**src/rtl/riscv_pkg.sv**
```systemverilog
`default_nettype none
// ============================================================================
//  Module      : riscv_pkg
//  Description : Shared integer-core constants and typedefs for the register
//                file and its outstanding-write scoreboard.
//  Revision    : 1.0 - initial release
// ============================================================================
package riscv_pkg;

   localparam int XLEN       = 64;
   localparam int REG_ADDR_W = 5;
   localparam int NUM_REGS   = 32;
   localparam int CNT_W      = 2;

   typedef logic [REG_ADDR_W-1:0] reg_addr_t;
   typedef logic [XLEN-1:0]       xlen_t;
   typedef logic [CNT_W-1:0]      cnt_t;

   localparam reg_addr_t ZERO_REG = '0;
   // Highest number of writers a single register may have in flight.
   localparam cnt_t      CNT_MAX  = 2'd3;

endpackage
`default_nettype wire

```
**src/rtl/reg_scoreboard.sv**
```systemverilog
`default_nettype none
// ============================================================================
//  Module      : reg_scoreboard
//  Description : Per-register 2-bit counters of issued-but-not-written-back
//                writers. Exports busy (cnt != 0), single (cnt == 1) and
//                full (cnt == 3) vectors indexed by register number.
//  Revision    : 1.0 - initial release
// ============================================================================
module reg_scoreboard
   import riscv_pkg::*;
(
   input  logic                clk,
   input  logic                rst_n,
   input  logic                flush,
   input  logic                inc_en,
   input  reg_addr_t           inc_addr,
   input  logic                dec_en,
   input  reg_addr_t           dec_addr,
   output logic [NUM_REGS-1:0] busy,
   output logic [NUM_REGS-1:0] single,
   output logic [NUM_REGS-1:0] full
);

   genvar i;
   generate
      for (i = 0; i < NUM_REGS; i++) begin : g_cnt
         if (i == 0) begin : g_zero
            // x0 can never be written, so it never has writers in flight.
            assign busy[i]   = 1'b0;
            assign single[i] = 1'b0;
            assign full[i]   = 1'b0;
         end else begin : g_live
            cnt_t cnt;
            logic inc;
            logic dec;

            // The saturation guard is belt-and-braces: the top stalls the
            // issue when the counter is full, so it is never exercised.
            assign inc = inc_en && (inc_addr == reg_addr_t'(i)) && (cnt != CNT_MAX);
            // A writeback with no tracked writer (e.g. after a flush) must
            // not wrap the counter.
            assign dec = dec_en && (dec_addr == reg_addr_t'(i)) && (cnt != '0);

            // Counter update; an issue and writeback together cancel out.
            always_ff @(posedge clk) begin
               if (!rst_n || flush) begin
                  cnt <= '0;
               end else if (inc && !dec) begin
                  cnt <= cnt + 1'b1;
               end else if (dec && !inc) begin
                  cnt <= cnt - 1'b1;
               end
            end

            assign busy[i]   = (cnt != '0);
            assign single[i] = (cnt == 2'd1);
            assign full[i]   = (cnt == CNT_MAX);
         end
      end
   endgenerate

endmodule
`default_nettype wire

```
**src/rtl/register_file.sv**
```systemverilog
`default_nettype none
// ============================================================================
//  Module      : register_file
//  Description : 32 x XLEN architectural integer register file, x0 hardwired
//                to zero, two combinational read ports and a RAW-hazard
//                stall driven by the outstanding-write scoreboard.
//                Build option REGFILE_WB_BYPASS_EN: when defined, a same-cycle
//                writeback is forwarded to the read ports and may clear the
//                stall in the writeback cycle itself.
//  Revision    : 1.0 - initial release
// ============================================================================
module register_file
   import riscv_pkg::*;
#(
   parameter int XLEN     = 64,
   parameter int NUM_REGS = 32
) (
   input  logic            clk,
   input  logic            rst_n,
   input  logic            wb_en,
   input  reg_addr_t       wb_addr,
   input  logic [XLEN-1:0] wb_data,
   input  reg_addr_t       rs1_addr,
   input  reg_addr_t       rs2_addr,
   input  logic            rs1_used,
   input  logic            rs2_used,
   output logic [XLEN-1:0] rs1_data,
   output logic [XLEN-1:0] rs2_data,
   input  logic            issue_valid,
   input  logic            issue_rd_en,
   input  reg_addr_t       issue_rd,
   input  logic            flush,
   output logic            stall
);

`ifdef REGFILE_WB_BYPASS_EN
   localparam bit BYPASS_EN = 1'b1;
`else
   localparam bit BYPASS_EN = 1'b0;
`endif

   logic [XLEN-1:0]                regs [NUM_REGS];
   logic [riscv_pkg::NUM_REGS-1:0] busy;
   logic [riscv_pkg::NUM_REGS-1:0] single;
   logic [riscv_pkg::NUM_REGS-1:0] full;
   logic                           rs1_bypass;
   logic                           rs2_bypass;
   logic                           rs1_covered;
   logic                           rs2_covered;
   logic                           rs1_hazard;
   logic                           rs2_hazard;
   logic                           rd_wants_issue;
   logic                           rd_full;
   logic                           inc_en;

   // Register array: reset clears everything, writes to x0 are dropped.
   always_ff @(posedge clk) begin
      if (!rst_n) begin
         for (int r = 0; r < NUM_REGS; r++) begin
            regs[r] <= '0;
         end
      end else if (wb_en && (wb_addr != ZERO_REG)) begin
         regs[wb_addr] <= wb_data;
      end
   end

   // Forwarding matches are qualified by rst_n so a writeback presented
   // during reset never leaks onto the read ports.
   assign rs1_bypass = BYPASS_EN && rst_n && wb_en && (wb_addr == rs1_addr)
                       && (rs1_addr != ZERO_REG);
   assign rs2_bypass = BYPASS_EN && rst_n && wb_en && (wb_addr == rs2_addr)
                       && (rs2_addr != ZERO_REG);

   // Read port 1: zero for x0 or in reset, else forwarded or stored data.
   always_comb begin
      rs1_data = '0;
      if (!rst_n || (rs1_addr == ZERO_REG)) begin
         rs1_data = '0;
      end else if (rs1_bypass) begin
         rs1_data = wb_data;
      end else begin
         rs1_data = regs[rs1_addr];
      end
   end

   // Read port 2: same selection as port 1.
   always_comb begin
      rs2_data = '0;
      if (!rst_n || (rs2_addr == ZERO_REG)) begin
         rs2_data = '0;
      end else if (rs2_bypass) begin
         rs2_data = wb_data;
      end else begin
         rs2_data = regs[rs2_addr];
      end
   end

   // A source is covered when the writeback being forwarded this cycle is
   // its only remaining producer.
   assign rs1_covered = rs1_bypass && single[rs1_addr];
   assign rs2_covered = rs2_bypass && single[rs2_addr];

   assign rs1_hazard = rs1_used && (rs1_addr != ZERO_REG) && busy[rs1_addr] && !rs1_covered;
   assign rs2_hazard = rs2_used && (rs2_addr != ZERO_REG) && busy[rs2_addr] && !rs2_covered;

   assign rd_wants_issue = issue_valid && issue_rd_en && (issue_rd != ZERO_REG);
   assign rd_full        = rd_wants_issue && full[issue_rd];

   // The counters are meaningless before the first reset edge, so the stall
   // is forced low for as long as reset is held.
   assign stall  = rst_n && (rs1_hazard || rs2_hazard || rd_full);
   assign inc_en = rd_wants_issue && !stall;

   reg_scoreboard u_scoreboard (
      .clk      (clk),
      .rst_n    (rst_n),
      .flush    (flush),
      .inc_en   (inc_en),
      .inc_addr (issue_rd),
      .dec_en   (wb_en),
      .dec_addr (wb_addr),
      .busy     (busy),
      .single   (single),
      .full     (full)
   );

endmodule
`default_nettype wire

```
**config.mk**
```make
export PLATFORM = sky130hd
export DESIGN_NAME = register_file
export DESIGN_NICKNAME = d
export VERILOG_FILES = /design/src/rtl/riscv_pkg.sv /design/src/rtl/reg_scoreboard.sv /design/src/rtl/register_file.sv
export SDC_FILE = /design/constraint.sdc
export NUM_CORES = 2
export LEC_CHECK = 0
export BUFFER_PORTS_ARGS = -buffer_cell sky130_fd_sc_hd__buf_4
export CORE_AREA = 2 2 423 425
export DETAILED_ROUTE_END_ITERATION = 7
export DIE_AREA = 0 0 425 427
export PLACE_DENSITY_LB_ADDON = 0.1
export SLEW_MARGIN = 20
export SYNTH_ARGS = -nofsm -noshare
export SYNTH_HDL_FRONTEND = slang
export SYNTH_SLANG_ARGS = --single-unit
export TNS_END_PERCENT = 1
```
**constraint.sdc**
```tcl
create_clock -name clk -period 7.9 [get_ports clk]
set_input_delay 0.395 -clock clk [delete_from_list [all_inputs] [get_ports clk]]
set_output_delay 0.395 -clock clk [all_outputs]
set_load 0.05 [all_outputs]
```
==> metrics.csv <==
stage;metric;value;unit
logic_synthesis;ys_ff_latch;2110;
timing;max_freq;213;MHz
global_route;grt_max_degree;134;
logic_synthesis;netlist_area;0.113;sq mm
floorplanning;core_area;0.177;sq mm
clocking;root_buffer;clkbuf_16;
clocking;clk-insertion-delay-late;0.87;ns
pwr;p_int;20.1;mW
timing;finalSetupTns;0;ns
worst_hold_path;hold_path_class;in -> reg;
setup_path;path_cells;buf_8 -> inv_1 -> nand2_4 -> buf_4 -> o221ai_1 -> a21oi_1 -> nor3_1 -> a21oi_1 -> nor2_1 -> buf_4;
pwr;power_switching;6.88;mW
job;max_cap_viol_count;0;
setup_path;r2r_start;u_scoreboard.g_cnt[19].g_live.cnt[0]$_SDFFE_PP0P_;
setup_path;critical_path_class;in -> out;
timing;fin_skew;0.00635;ns
route;vias_per_cell;7.41;
clocking;cts_resized;0;
floorplanning;start_util;0.636;
timing;worstMarginPinSlew;1.28;ns
global_route;grt_pass1_vias;72700;
setup_path;cp-startpoint;rs2_addr[1];
setup_path;cp_slowest_cell;buf_4;
floorplanning;die_w;425;microns
setup_path;crit_fanout;69;
route;firstDrtPassIters;6;
timing;rsz0062_at_grt;no;
route;wire_per_inst;37.3;microns
setup_path;cp-start-kind;primary input;
global_route;grt_antenna_before_repair;29;
logic_synthesis;synth_ff_type;edfxtp_1;
layout;utilization;0.701;
setup_path;critPathCaptureType;output pin;
worst_hold_path;min_from;wb_data[42];
logic_synthesis;synthCells;7403;
timing;hold_violations;0;
clocking;cts.clk_slew.worst_paths;0.06;ns
pwr;power_switching_share;0.255;
route;num_vias;73300;
clocking;cts_sinks;2110;
setup_path;worst_ep_required_time;7.51;ns
layout;area_delta_synth_final;10.2;%
route;drc;0;
pwr;power_frac_seq;0.489;
placement;portBuffers;220;
timing;drv_slew;0;
route;ant_nets;0;
pwr;clock_power_share;0.381;
timing;setup_viol;0;
logic_synthesis;synth-async-reset-ratio;0;
floorplanning;die-area;0.181;sq mm
setup_path;cpPeakStageDelay;0.80;ns
clocking;cts_buffers;218;
clocking;post_cts.repair.setup_buffers;0;
clocking;clk_path_buf_depth;3;
floorplanning;fp.dieH;427;microns
pwr;ir_worst_vdd;0.000222;V
clocking;h-tree-depth;4;
timing;period_needed;4.69;ns
global_route;grt_pass1_wl;521000;microns
setup_path;critPathArrivalTime;4.29;ns
pwr;p_per_area;217;mW/mm^2
logic_synthesis;synth_edf_count;2048;
placement;gp_congestion;0.849;
route;routed_wl;369000;microns
layout;nets;7458;
logic_synthesis;seq_area_frac_synth;0.556;
outcome;status;finished clean;
global_route;grt_usage;0.409;
timing;max-slew-margin-rel;0.146;
layout;drive_above_1_share;0.251;
pwr;leakage;42.8;nW
logic_synthesis;ys_warn_count;0;
logic_synthesis;postSynthAreaPerCell;15.2;sq um
floorplanning;placementRows;155;
timing;period_share;0.593;
global_route;grt_overflow_total;0;
clocking;cts_tree;built;
floorplanning;ioPinCount;221;
logic_synthesis;synth.distinct_cells;63;
route;initialDrtViolationCount;12600;
placement;dpl.hpwl;196000;microns
pwr;p_comb_frac;0.130;
[through the flow]
step,setup slack (ns),power [mW],cells,hold WS [ns],cell area (sq um)
3_3_place_gp,3.28,16.7,9424,0.477,117000
6_report,3.21,26.9,9895,0.0434,124000
3_5_place_dp,3.29,16.8,9430,0.497,117000
2_1_floorplan,1.58,15.6,7466,0.466,113000
5_1_grt,3.15,27.5,9879,0.0453,124000
4_1_cts,3.31,26.9,9872,0.000490,124000
[kinds of logic (layout without fill, tap and decap cells)]
group,after synthesis,in the layout,synth area share
AO/OA/AOI/OAI,488,488,0.0282
XOR/XNOR,62,62,0.00481
adder cells (fa/ha/maj),31,31,0.00344
buffers and inverters,797,850,0.0290
flip-flops,2110,2110,0.556
multiplexers,1411,1411,0.247
other,1,85,0.0000332
AND/OR/NAND/NOR,2503,2503,0.131
[state kept, by name, indices dropped and copies added (netlist names)]
| signal | flops |
|---|---|
| regs | 2048 |
| u_scoreboard.g_cnt.g_live.cnt | 62 |
[cell usage in the layout (no fill, tap or decap), types with 65 or more instances in the layout]
| cell | count |
|---|---|
| mux2i_1 | 311 |
| nor3_1 | 87 |
| and2_1 | 1986 |
| nand2_1 | 65 |
| buf_4 | 361 |
| clkbuf_16 | 219 |
| mux4_2 | 1100 |
| edfxtp_1 | 2048 |
| nor2_1 | 203 |
| o221ai_1 | 123 |
| a21oi_1 | 170 |
[path summary, 6_finish.rpt]
path	end	slack (ns)	cells past startpoint
setup reg to reg	u_scoreboard.g_cnt[1].g_live.cnt[1]$_SDFFE_PP0P_	4.42	10
hold / removal	regs[19][42]$_SDFFCE_PN0P_	0.04	2
hold reg to reg	u_scoreboard.g_cnt[20].g_live.cnt[1]$_SDFFE_PP0P_	0.50	2
setup / recovery	rs2_data[0]	3.21	10
[repair_timing]
item | CTS | global route
hold buffers | 38 | 0
endpoints found under the hold margin | 854 | 0
setup endpoints to repair | 0 | 0
[power groups by stage]
| stage | registers [mW] | clock network [mW] | logic (mW) |
|---|---|---|---|
| 2_1_floorplan | 13.4 | 0 | 2.28 |
| 3_3_place_gp | 13.3 | 0 | 3.37 |
| 3_5_place_dp | 13.4 | 0 | 3.40 |
| 4_1_cts | 13.2 | 10.3 | 3.43 |
| 5_1_grt | 13.2 | 10.7 | 3.57 |
| 6_report | 13.2 | 10.3 | 3.49 |
[area by class of cell]
class / instances / area (sq um)
antenna: 21 / 52.6
clock buffer: 264 / 5660
clock inverter: 140 / 1310
fill: 11500 / 53000
inverter: 8 / 47.5
multi-input combinational: 4559 / 47700
sequential: 2110 / 62700
tap: 2355 / 2950
timing repair buffer: 438 / 3860
[worst max-delay path: cells and delay by family]
kind                   cells  cell delay, ns
AOI/OAI and AO/OA          3            1.26
buffers and inverters      4            1.86
and+or+nand+nor            3            0.67
[metal layers]
| metal | track usage | part of all wire | up-vias |
|---|---|---|---|
| met5 | 0 | 0.00011 | - |
| met4 | 0.217 | 0.061 | 6 |
| met3 | 0.102 | 0.14 | 1398 |
| met2 | 0.638 | 0.47 | 6332 |
| met1 | 0.537 | 0.33 | 37200 |
| li1 | - | - | 28400 |
[synth_stat cells (35+ instances only)]
| master | instances | area (sq um) |
|---|---|---|
| or3_1 | 35 | 219 |
| nand2_1 | 67 | 251 |
| o22ai_1 | 63 | 394 |
| buf_2 | 127 | 636 |
| dfxtp_1 | 62 | 1240 |
| mux4_2 | 1100 | 24800 |
| nor2_1 | 234 | 878 |
| and2_1 | 1986 | 12400 |
| nor3_1 | 87 | 435 |
| mux2i_1 | 311 | 3110 |
| edfxtp_1 | 2048 | 61500 |
| xor2_1 | 62 | 543 |
| o221ai_1 | 123 | 1080 |
| o21ai_0 | 76 | 380 |
| a21oi_1 | 170 | 851 |
| clkbuf_1 | 620 | 2330 |
No activity file was read; power rests on OpenSTA's default activity.
